<file path="config.mk">
export PLATFORM = sky130hd
export DESIGN_NAME = decode_fetch
export DESIGN_NICKNAME = d
export VERILOG_FILES = /design/src/rtl/decode_fetch.sv
export SDC_FILE = /design/constraint.sdc
export NUM_CORES = 1
export LEC_CHECK = 0
export CORE_MARGIN = 3
export CORE_UTILIZATION = 43
export DETAILED_ROUTE_END_ITERATION = 6
export GPL_TIMING_DRIVEN = 0
export PLACE_DENSITY = 0.72
export SYNTH_ARGS = -nofsm -noshare
export SYNTH_HDL_FRONTEND = slang
export SYNTH_SLANG_ARGS = --single-unit
</file>
<file path="constraint.sdc">
create_clock -name clk -period 2.6 [get_ports clk]
set_input_delay 0.78 -clock clk [delete_from_list [all_inputs] [get_ports clk]]
set_output_delay 0.78 -clock clk [all_outputs]
set_load 0.02 [all_outputs]
</file>
<file path="src/rtl/decode_fetch.sv">
// Instruction-byte fetch front end: strips legacy prefixes and the 0x0F
// escape, collects up to nine body bytes, and presents one decoded
// record per instruction with a valid/ready handshake.
module decode_fetch (
  input  logic        clk,
  input  logic        rst_n,
  input  logic        in_valid,
  input  logic [7:0]  in_byte,
  input  logic        in_last,
  output logic        in_ready,
  output logic        out_valid,
  input  logic        out_ready,
  output logic [71:0] unescaped_instr,
  output logic        escaped,
  output logic        prefix_operand_16bit,
  output logic        prefix_address_16bit,
  output logic        prefix_rep,
  output logic        prefix_lock,
  output logic [3:0]  body_len,
  output logic [3:0]  instr_len,
  output logic        fault
);

  typedef enum logic [1:0] {
    S_PREFIX,
    S_BODY,
    S_DRAIN,
    S_EMIT
  } state_e;

  localparam logic [3:0] MAX_BODY  = 4'd9;
  localparam logic [3:0] MAX_TOTAL = 4'd15;

  state_e      state_q, state_d;
  logic [71:0] window_q, window_d;
  logic        esc_q, esc_d;
  logic        op16_q, op16_d;
  logic        addr16_q, addr16_d;
  logic        rep_q, rep_d;
  logic        lock_q, lock_d;
  logic [3:0]  body_len_q, body_len_d;
  logic [3:0]  instr_len_q, instr_len_d;
  logic        fault_q, fault_d;

  logic        accept;
  logic        is_prefix;

  assign in_ready  = (state_q != S_EMIT);
  assign out_valid = (state_q == S_EMIT);
  assign accept    = in_valid && in_ready;

  // Classify the incoming byte as one of the recognised legacy prefixes.
  always_comb begin
    is_prefix = 1'b0;
    case (in_byte)
      8'h66, 8'h67, 8'hF0, 8'hF2, 8'hF3,
      8'h26, 8'h2E, 8'h36, 8'h3E, 8'h64, 8'h65: is_prefix = 1'b1;
      default:                                  is_prefix = 1'b0;
    endcase
  end

  // Next-state and record-update logic for the fetch FSM.
  always_comb begin
    state_d     = state_q;
    window_d    = window_q;
    esc_d       = esc_q;
    op16_d      = op16_q;
    addr16_d    = addr16_q;
    rep_d       = rep_q;
    lock_d      = lock_q;
    body_len_d  = body_len_q;
    instr_len_d = instr_len_q;
    fault_d     = fault_q;

    case (state_q)
      S_PREFIX: begin
        if (accept) begin
          if (instr_len_q == MAX_TOTAL) begin
            // 16th byte overall: record is truncated, byte discarded.
            fault_d = 1'b1;
            state_d = in_last ? S_EMIT : S_DRAIN;
          end else begin
            instr_len_d = instr_len_q + 4'd1;
            if (is_prefix) begin
              if (in_byte == 8'h66) op16_d   = 1'b1;
              if (in_byte == 8'h67) addr16_d = 1'b1;
              if (in_byte == 8'hF0) lock_d   = 1'b1;
              if (in_byte == 8'hF2 || in_byte == 8'hF3) rep_d = 1'b1;
              if (in_last) begin
                fault_d = 1'b1;
                state_d = S_EMIT;
              end
            end else if (in_byte == 8'h0F) begin
              esc_d = 1'b1;
              if (in_last) begin
                fault_d = 1'b1;
                state_d = S_EMIT;
              end else begin
                state_d = S_BODY;
              end
            end else begin
              window_d[7:0] = in_byte;
              body_len_d    = 4'd1;
              state_d       = in_last ? S_EMIT : S_BODY;
            end
          end
        end
      end

      S_BODY: begin
        if (accept) begin
          if (body_len_q == MAX_BODY || instr_len_q == MAX_TOTAL) begin
            fault_d = 1'b1;
            if (instr_len_q != MAX_TOTAL) instr_len_d = instr_len_q + 4'd1;
            state_d = in_last ? S_EMIT : S_DRAIN;
          end else begin
            for (int unsigned k = 0; k < 9; k++) begin
              if (body_len_q == 4'(k)) window_d[k*8 +: 8] = in_byte;
            end
            body_len_d  = body_len_q + 4'd1;
            instr_len_d = instr_len_q + 4'd1;
            if (in_last) state_d = S_EMIT;
          end
        end
      end

      S_DRAIN: begin
        if (accept && in_last) state_d = S_EMIT;
      end

      S_EMIT: begin
        if (out_ready) begin
          state_d     = S_PREFIX;
          window_d    = '0;
          esc_d       = 1'b0;
          op16_d      = 1'b0;
          addr16_d    = 1'b0;
          rep_d       = 1'b0;
          lock_d      = 1'b0;
          body_len_d  = '0;
          instr_len_d = '0;
          fault_d     = 1'b0;
        end
      end

      default: state_d = S_PREFIX;
    endcase
  end

  // State and record registers, cleared asynchronously on reset.
  always_ff @(posedge clk or negedge rst_n) begin
    if (!rst_n) begin
      state_q     <= S_PREFIX;
      window_q    <= '0;
      esc_q       <= 1'b0;
      op16_q      <= 1'b0;
      addr16_q    <= 1'b0;
      rep_q       <= 1'b0;
      lock_q      <= 1'b0;
      body_len_q  <= '0;
      instr_len_q <= '0;
      fault_q     <= 1'b0;
    end else begin
      state_q     <= state_d;
      window_q    <= window_d;
      esc_q       <= esc_d;
      op16_q      <= op16_d;
      addr16_q    <= addr16_d;
      rep_q       <= rep_d;
      lock_q      <= lock_d;
      body_len_q  <= body_len_d;
      instr_len_q <= instr_len_d;
      fault_q     <= fault_d;
    end
  end

  assign unescaped_instr      = window_q;
  assign escaped              = esc_q;
  assign prefix_operand_16bit = op16_q;
  assign prefix_address_16bit = addr16_q;
  assign prefix_rep           = rep_q;
  assign prefix_lock          = lock_q;
  assign body_len             = body_len_q;
  assign instr_len            = instr_len_q;
  assign fault                = fault_q;

endmodule

</file>
==> results of run 1 <==
[metal layers]
metal  track usage, %  part of all wire, %  vias up
met5                0                    0        -
met4             8.79                  2.3        0
met3             4.06                  5.7       19
met2             35.2                   47      121
met1             31.6                   45     1653
li1                 -                    -     1561
[state kept, by name, summed over array words and instances, names as in the netlist]
register              flops
unescaped_instr          72
body_len                  4
instr_len                 4
state_q                   2
escaped                   1
fault                     1
prefix_address_16bit      1
prefix_lock               1
prefix_operand_16bit      1
prefix_rep                1
[power by group]
part           leakage, nW  internal [mW]  switching [mW]
logic                0.999           1.05            1.46
clock network        0.100          0.478           0.506
registers             1.18           1.67           0.264
total                 2.28           3.20            2.23
[path summary, 6_finish.rpt]
check                                            to                start  cells after the start  slack (ns)
worst min-delay path            unescaped_instr[30]                rst_n                      1        0.36
max in group asynchronous       unescaped_instr[63]                rst_n                      2        1.62
worst min register to register  unescaped_instr[37]  unescaped_instr[37]                      1        0.49
worst max register to register  unescaped_instr[67]          body_len[1]                      8        0.08
worst max-delay path             unescaped_instr[4]           in_byte[0]                      7        0.07
min in group clk                unescaped_instr[37]  unescaped_instr[37]                      1        0.49
[area by class of cell]
class	instances	area share, %
Buffer	13	1.01
Clock buffer	11	2.65
Clock inverter	5	1.19
Inverter	6	0.422
Multi-Input combinational cell	251	31.6
Sequential cell	88	41.3
Tap cell	108	2.53
Timing Repair Buffer	103	19.3
[kinds of logic (layout without fill, tap and decap cells)]
family,Yosys count,in the layout,share of synthesized area [%]
buffers and inverters,22,138,2.12
AND/OR/NAND/NOR,128,128,16.7
flip-flops,88,88,56.4
adder cells (fa/ha/maj),5,5,1.60
XOR/XNOR,1,1,0.224
multiplexers,16,16,4.62
AO/OA/AOI/OAI,101,101,18.3
[worst max-delay path: cells and delay by family]
kind | cells | cell delay (ns)
buffers and inverters | 2 | 0.76
AOI/OAI and AO/OA | 1 | 0.24
muxes | 1 | 0.33
and+or+nand+nor | 3 | 0.68
[repair_timing]
item | 4_1_cts | 5_1_grt
endpoints found under the setup margin | 67 | 73
buffers inserted | 1 | 1
hold buffers | 0 | 0
gates resized for setup | 21 | 17
pin swaps | 1 | 2
[cell usage in the layout (no fill, tap or decap), types with 4 or more instances in the layout]
| cell | netlist | routed |
|---|---|---|
| inv_1 | 5 | 5 |
| dfrtp_1 | 88 | 87 |
| clkbuf_8 | 0 | 10 |
| clkdlybuf4s50_1 | 0 | 89 |
| dlygate4sd2_1 | 0 | 4 |
| o2bb2ai_1 | 32 | 32 |
| nor2_1 | 15 | 14 |
| nand3_1 | 31 | 30 |
| a21o_1 | 4 | 4 |
| ha_1 | 5 | 5 |
| nand4_1 | 11 | 11 |
| clkbuf_2 | 0 | 5 |
| o21ai_0 | 33 | 33 |
| nand2_1 | 39 | 37 |
| a21oi_1 | 14 | 14 |
| clkbuf_1 | 15 | 11 |
| mux2_2 | 16 | 16 |
| and2_1 | 8 | 8 |
[through the flow]
stage	cell area [µm²]	TNS, ns	worst slack [ns]	hold WS (ns)	total power, mW
detailed placement	5060	-36.17	-0.733	0.473	4.39
global placement	5040	-234.62	-2.30	0.477	4.35
global route	5340	-0.636	-0.0790	0.379	5.74
finish	5340	0	0.0665	0.355	5.43
floorplan	3900	0	0.0760	0.484	3.31
CTS	5310	0	0.00269	0.365	5.40
==> metrics.md, run 1 <==
| Metric | Value |
|---|---|
| Vias | 3354 |
| Number of global-route vias before repair | 3434 |
| Fin cells | 585 |
| WP data arrival | 2.79 ns |
| Clock sinks | 88 |
| Post-Syn Area | 3900 µm² |
| Placement Rows | 34 |
| Slew margin rel. | 66.9% |
| Cell with the most instances after synthesis | dfrtp_1 |
| Later-pin clock latency in the skew report | 0.36 ns |
| Number of antenna violations at the first check in global routing | 0 |
| Final HPWL DP | 8.06 mm |
| Syn Inst Count | 361 |
| Largest net degree at the start of global routing | 57 |
| Drt pass-1 iters | 4 |
| Total GRT Usage | 22.6% |
| Peak supply drop | 0.424 mV |
| H-tree depth | 3 |
| Leak | 2.28 nW |
| Yosys cell types | 48 |
| Power per cell area | 1020 nW/µm² |
| Post-synth EDFFs | 0 |
| Peak fanout along the critical path | 8 |
| Setup Viol. Count Final | 0 |
| Layout Nets | 490 |
| Port Buffers | 100 |
| Synth Warn # | 0 |
| Sequential fraction of the synthesis area | 56.4% |
| Synth Area per Inst | 10.8 µm² |
| Top-area cell type share of the netlist area | 56.4% |
| Post-route antenna net violation count | 0 |
| Layout cells sized above 1 | 13.2% |
| Post-Syn Nets | 379 |
| Final Hold Viols | 0 |
| First-pass GRT wire length | 18.2 mm |
| Crit-path slowest cell | clkdlybuf4s50_1 |
| Min Tclk post-route | 2.53 ns |
| Area occupied by multi-input gates | 1690 µm² |
| Root Buffer | clkbuf_8 |
| Hold/Removal Path Class | in -> async |
| Asr flop ratio synth | 100% |
| Clock skew | 0.00952 ns |
| Vias/cell | 5.73 |
| Final wirelength | 11.0 mm |
| Placed Cells | 570 |
| Synth Flop Type | dfrtp_1 |
| Worst-Margin Slew | 0.490 ns |
| Fill count | 758 |
| Routed length per placed instance | 18.9 µm |
| Number of DRC markers in iteration 0 | 107 |
| Area growth from synthesis to layout | 36.9% |
| Max Cap Viol | 0 |
| Crit path capture type | flop |
| Inserted Clock Buffers | 9 |
| Status | finished clean |
| Seq cells post-synth | 88 |
| Top post-synthesis cells by area | dfrtp_1, o2bb2ai_1, mux2_2 |
| Worst EP required | 2.86 ns |
| Fin util | 61.0% |
| Max Clk Rate | 395 MHz |
| Die ar. | 10300 µm² |
| Register area | 2200 µm² |
| Die Width | 101 µm |
| Ant diodes | 0 |
| CTS clk-pin slew, worst paths | 0.09 ns |
| Core Area | 8760 µm² |
| CTS tree | built |
| RD Place Congestion | 0.956 |
| Final period utilization | 97.4% |
| DR DRC count | 0 |
| IO Count | 101 |
| Commonest cells in the netlist | dfrtp_1, nand2_1, o21ai_0, o2bb2ai_1, nand3_1 |
| Die Y | 101 µm |
| Worst-case clock buffer depth | 2 |
| Gr ovfl total | 0 |
| CP Class | in -> reg |
| Critical path, cell by cell | clkdlybuf4s50_1 > nand2_1 > nor4b_4 > nor2_1 > a31oi_4 > buf_12 > mux2_2 |
| Final Slew Violations | 0 |
| Yosys top cell by area | dfrtp_1 |
| Slowest stage delay, CP | 0.60 ns |
| Starting Density | 44.5% |
| Unrepaired setup endpoints after global routing | yes |
| Startpoint Class | input port |
Power figures use the tool's default switching activity.
==> run 2: changes to the inputs <==
CTS_CLUSTER_DIAMETER = 30   (was unset)
==> results of run 2 <==
The final DEF is identical to that of run 1; final timing and power are the same.
==> run 3: changes to the inputs <==
clock period = 2.65 ns   (was 2.6 ns; I/O delays follow)
==> run 3 against run 2 <==
Against the previous run:
- final cell count unchanged
- worst hold slack improved by 0.011 ns
- first-iteration DRC count increased by 37%
- count of clock-buffer cells in the layout unchanged
- register-to-register slack improved by 0.09 ns
- critical path type unchanged
- critical endpoint is now unescaped_instr[5]
- largest cell class unchanged
==> metrics.md, run 3 (synthesis gave the netlist of run 1 again) <==
| Metric | Value |
|---|---|
| Final instance area | 5330 µm² (was 5340 µm²) |
| Fin cells | 585 (unchanged) |
| Area growth from synthesis to layout | 36.6% (was 36.9%) |
| DR DRC count | 0 (unchanged) |
| Max Cap Viol | 0 (unchanged) |
| Die Width | 101 µm (unchanged) |
| Post-route antenna net violation count | 0 (unchanged) |
| Placement Rows | 34 (unchanged) |
| Routed length per placed instance | 18.9 µm (about the same) |
| Number of antenna violations at the first check in global routing | 0 (unchanged) |
| Later-pin clock latency in the skew report | 0.36 ns (about the same) |
| Die Y | 101 µm (unchanged) |
| IO Count | 101 (unchanged) |
| Clock sinks | 88 (unchanged) |
| Number of DRC markers in iteration 0 | 147 (was 107) |
| Die ar. | 10300 µm² (unchanged) |
| Fill count | 760 (was 758) |
| Placed inst area | 5060 µm² (unchanged) |
| Gr ovfl total | 0 (unchanged) |
| Root Buffer | clkbuf_8 (unchanged) |
| Slowest stage delay, CP | 0.46 ns (was 0.60 ns) |
| Peak fanout along the critical path | 8 (unchanged) |
| Register area | 2200 µm² (unchanged) |
| Hold/Removal Path Class | in -> async (unchanged) |
| Area occupied by multi-input gates | 1680 µm² (was 1690 µm²) |
| Status | finished clean (unchanged) |
| Final wirelength | 11.0 mm (about the same) |
| Layout cells sized above 1 | 12.8% (was 13.2%) |
| Total power | 5.31 mW (was 5.43 mW) |
| Worst EP required | 2.91 ns (was 2.86 ns) |
| Final HPWL DP | 8.06 mm (unchanged) |
| Core Area | 8760 µm² (unchanged) |
| Drt pass-1 iters | 5 (was 4) |
| Unrepaired setup endpoints after global routing | yes (unchanged) |
| First-pass GRT wire length | 18.2 mm (about the same) |
| Largest net degree at the start of global routing | 57 (unchanged) |
| Total GRT Usage | 22.6% (about the same) |
| Critical path, cell by cell | dlygate4sd2_1 > nand2b_4 > or3_2 > a22oi_2 > nor2_4 > a31oi_4 > buf_12 > mux2_2 (was clkdlybuf4s50_1 > nand2_1 > nor4b_4 > nor2_1 > a31oi_4 > buf_12 > mux2_2) |
| Startpoint Class | input port (unchanged) |
| Leak | 2.27 nW (was 2.28 nW) |
| Vias/cell | 5.79 (was 5.73) |
| CP Class | in -> reg (unchanged) |
| RD Place Congestion | 0.956 (unchanged) |
| Number of global-route vias before repair | 3433 (was 3434) |
| Port Buffers | 100 (unchanged) |
| CTS tree | built (unchanged) |
| Most frequent cells in the layout | clkdlybuf4s50_1, dfrtp_1, nand2_1 (unchanged) |
| Final period utilization | 96.4% |
| Peak supply drop | 0.417 mV (was 0.424 mV) |
| Max FFs per register | 72 (unchanged) |
| Starting Density | 44.5% (unchanged) |
| Ant diodes | 0 (unchanged) |
| Layout Nets | 490 (unchanged) |
| Power per cell area | 996 nW/µm² (was 1020 nW/µm²) |
| Final Slew Violations | 0 (unchanged) |
| Final Hold Viols | 0 (unchanged) |
| CTS clk-pin slew, worst paths | 0.09 ns (about the same) |
| Inserted Clock Buffers | 9 (unchanged) |
| H-tree depth | 3 (unchanged) |
| Max Clk Rate | 391 MHz |
| Vias | 3386 (was 3354) |
| Worst-Margin Slew | 0.489 ns (was 0.490 ns) |
| Setup Viol. Count Final | 0 (unchanged) |
| WP data arrival | 2.82 ns (was 2.79 ns) |
| Crit path capture type | flop (unchanged) |
| Clock skew | 0.00830 ns (was 0.00952 ns) |
| Commonest non-fill, non-tap cell in the layout | clkdlybuf4s50_1 (unchanged) |
| Slew margin rel. | 67.0% (was 66.9%) |
| Placed Cells | 570 (unchanged) |
| Min Tclk post-route | 2.56 ns |
| Worst-case clock buffer depth | 2 (unchanged) |
| CTS Hold Bufs | 0 (unchanged) |
| Crit-path slowest cell | or3_2 (was clkdlybuf4s50_1) |
run 3: cell count changes in the layout (fill, tap and decap cells not counted):
cell             previous run  this run
clkbuf_2                    5         4
clkdlybuf4s15_1             1         0
clkdlybuf4s50_1            89        90
dlygate4sd2_1               4         6
dlymetal6s2s_1              1         0
nor2_1                     14        15
nor2_2                      1         0
nor3_2                      0         1
nor3_4                      2         1
run 3: through the flow:
stage / hold WS (ns) / TNS [ns] / worst slack, ns / utilization, %
after global placement: 0.477 / -228.56 / -2.26 / 57.5
after detailed placement: 0.473 / -33.19 / -0.698 / 57.8
final: 0.367 / 0 / 0.0942 / 60.9
after global routing: 0.394 / -0.167 / -0.0290 / 60.9
after floorplan: 0.499 / 0 / 0.111 / -
after CTS: 0.380 / 0 / 0.00392 / 60.5
run 3: worst paths after layout:
check / endpoint / startpoint / slack, ns / cells past startpoint
max: unescaped_instr[5] / in_byte[7] / 0.09 / 8
min: unescaped_instr[30] / rst_n / 0.37 / 1
max reg2reg: unescaped_instr[67] / body_len[1] / 0.17 / 8
min reg2reg: unescaped_instr[37] / unescaped_instr[37] / 0.49 / 1
max in group asynchronous: unescaped_instr[40] / rst_n / 1.66 / 2
min in group clk: unescaped_instr[37] / unescaped_instr[37] / 0.49 / 1
run 3: repair_timing:
action                     4_1_cts  5_1_grt
setup endpoints to repair       66       64
resized for setup               17       15
setup buffers                    1        1
pin swaps                        1        2
run 3: cell type report:
cell class                 count  share of cell area [%]
sequential                    88                    41.3
tap                          108                    2.53
clock buffer                  11                    2.65
buffer                        13                    1.01
timing repair buffer         103                    19.3
inverter                       6                   0.422
multi-input combinational    251                    31.5
clock inverter                 5                    1.20
run 3: power by group:
part / total (mW) / internal, mW / switching, mW
registers: 1.89 / 1.64 / 0.257
clock network: 0.964 / 0.469 / 0.495
logic: 2.45 / 1.03 / 1.42
run 3: critical path: cells and delay by family:
| kind | cells | cell delay (ns) |
|---|---|---|
| buf+inv | 2 | 0.46 |
| compound gates | 2 | 0.50 |
| mux | 1 | 0.33 |
| simple gates | 3 | 0.73 |
run 3: per-layer routing:
layer,track usage [%],vias to the layer above,part of all wire [%]
met5,0,-,0
met4,8.28,0,2.8
met3,3.99,25,6.1
met2,35.5,140,47
met1,31.6,1662,44
li1,-,1559,-
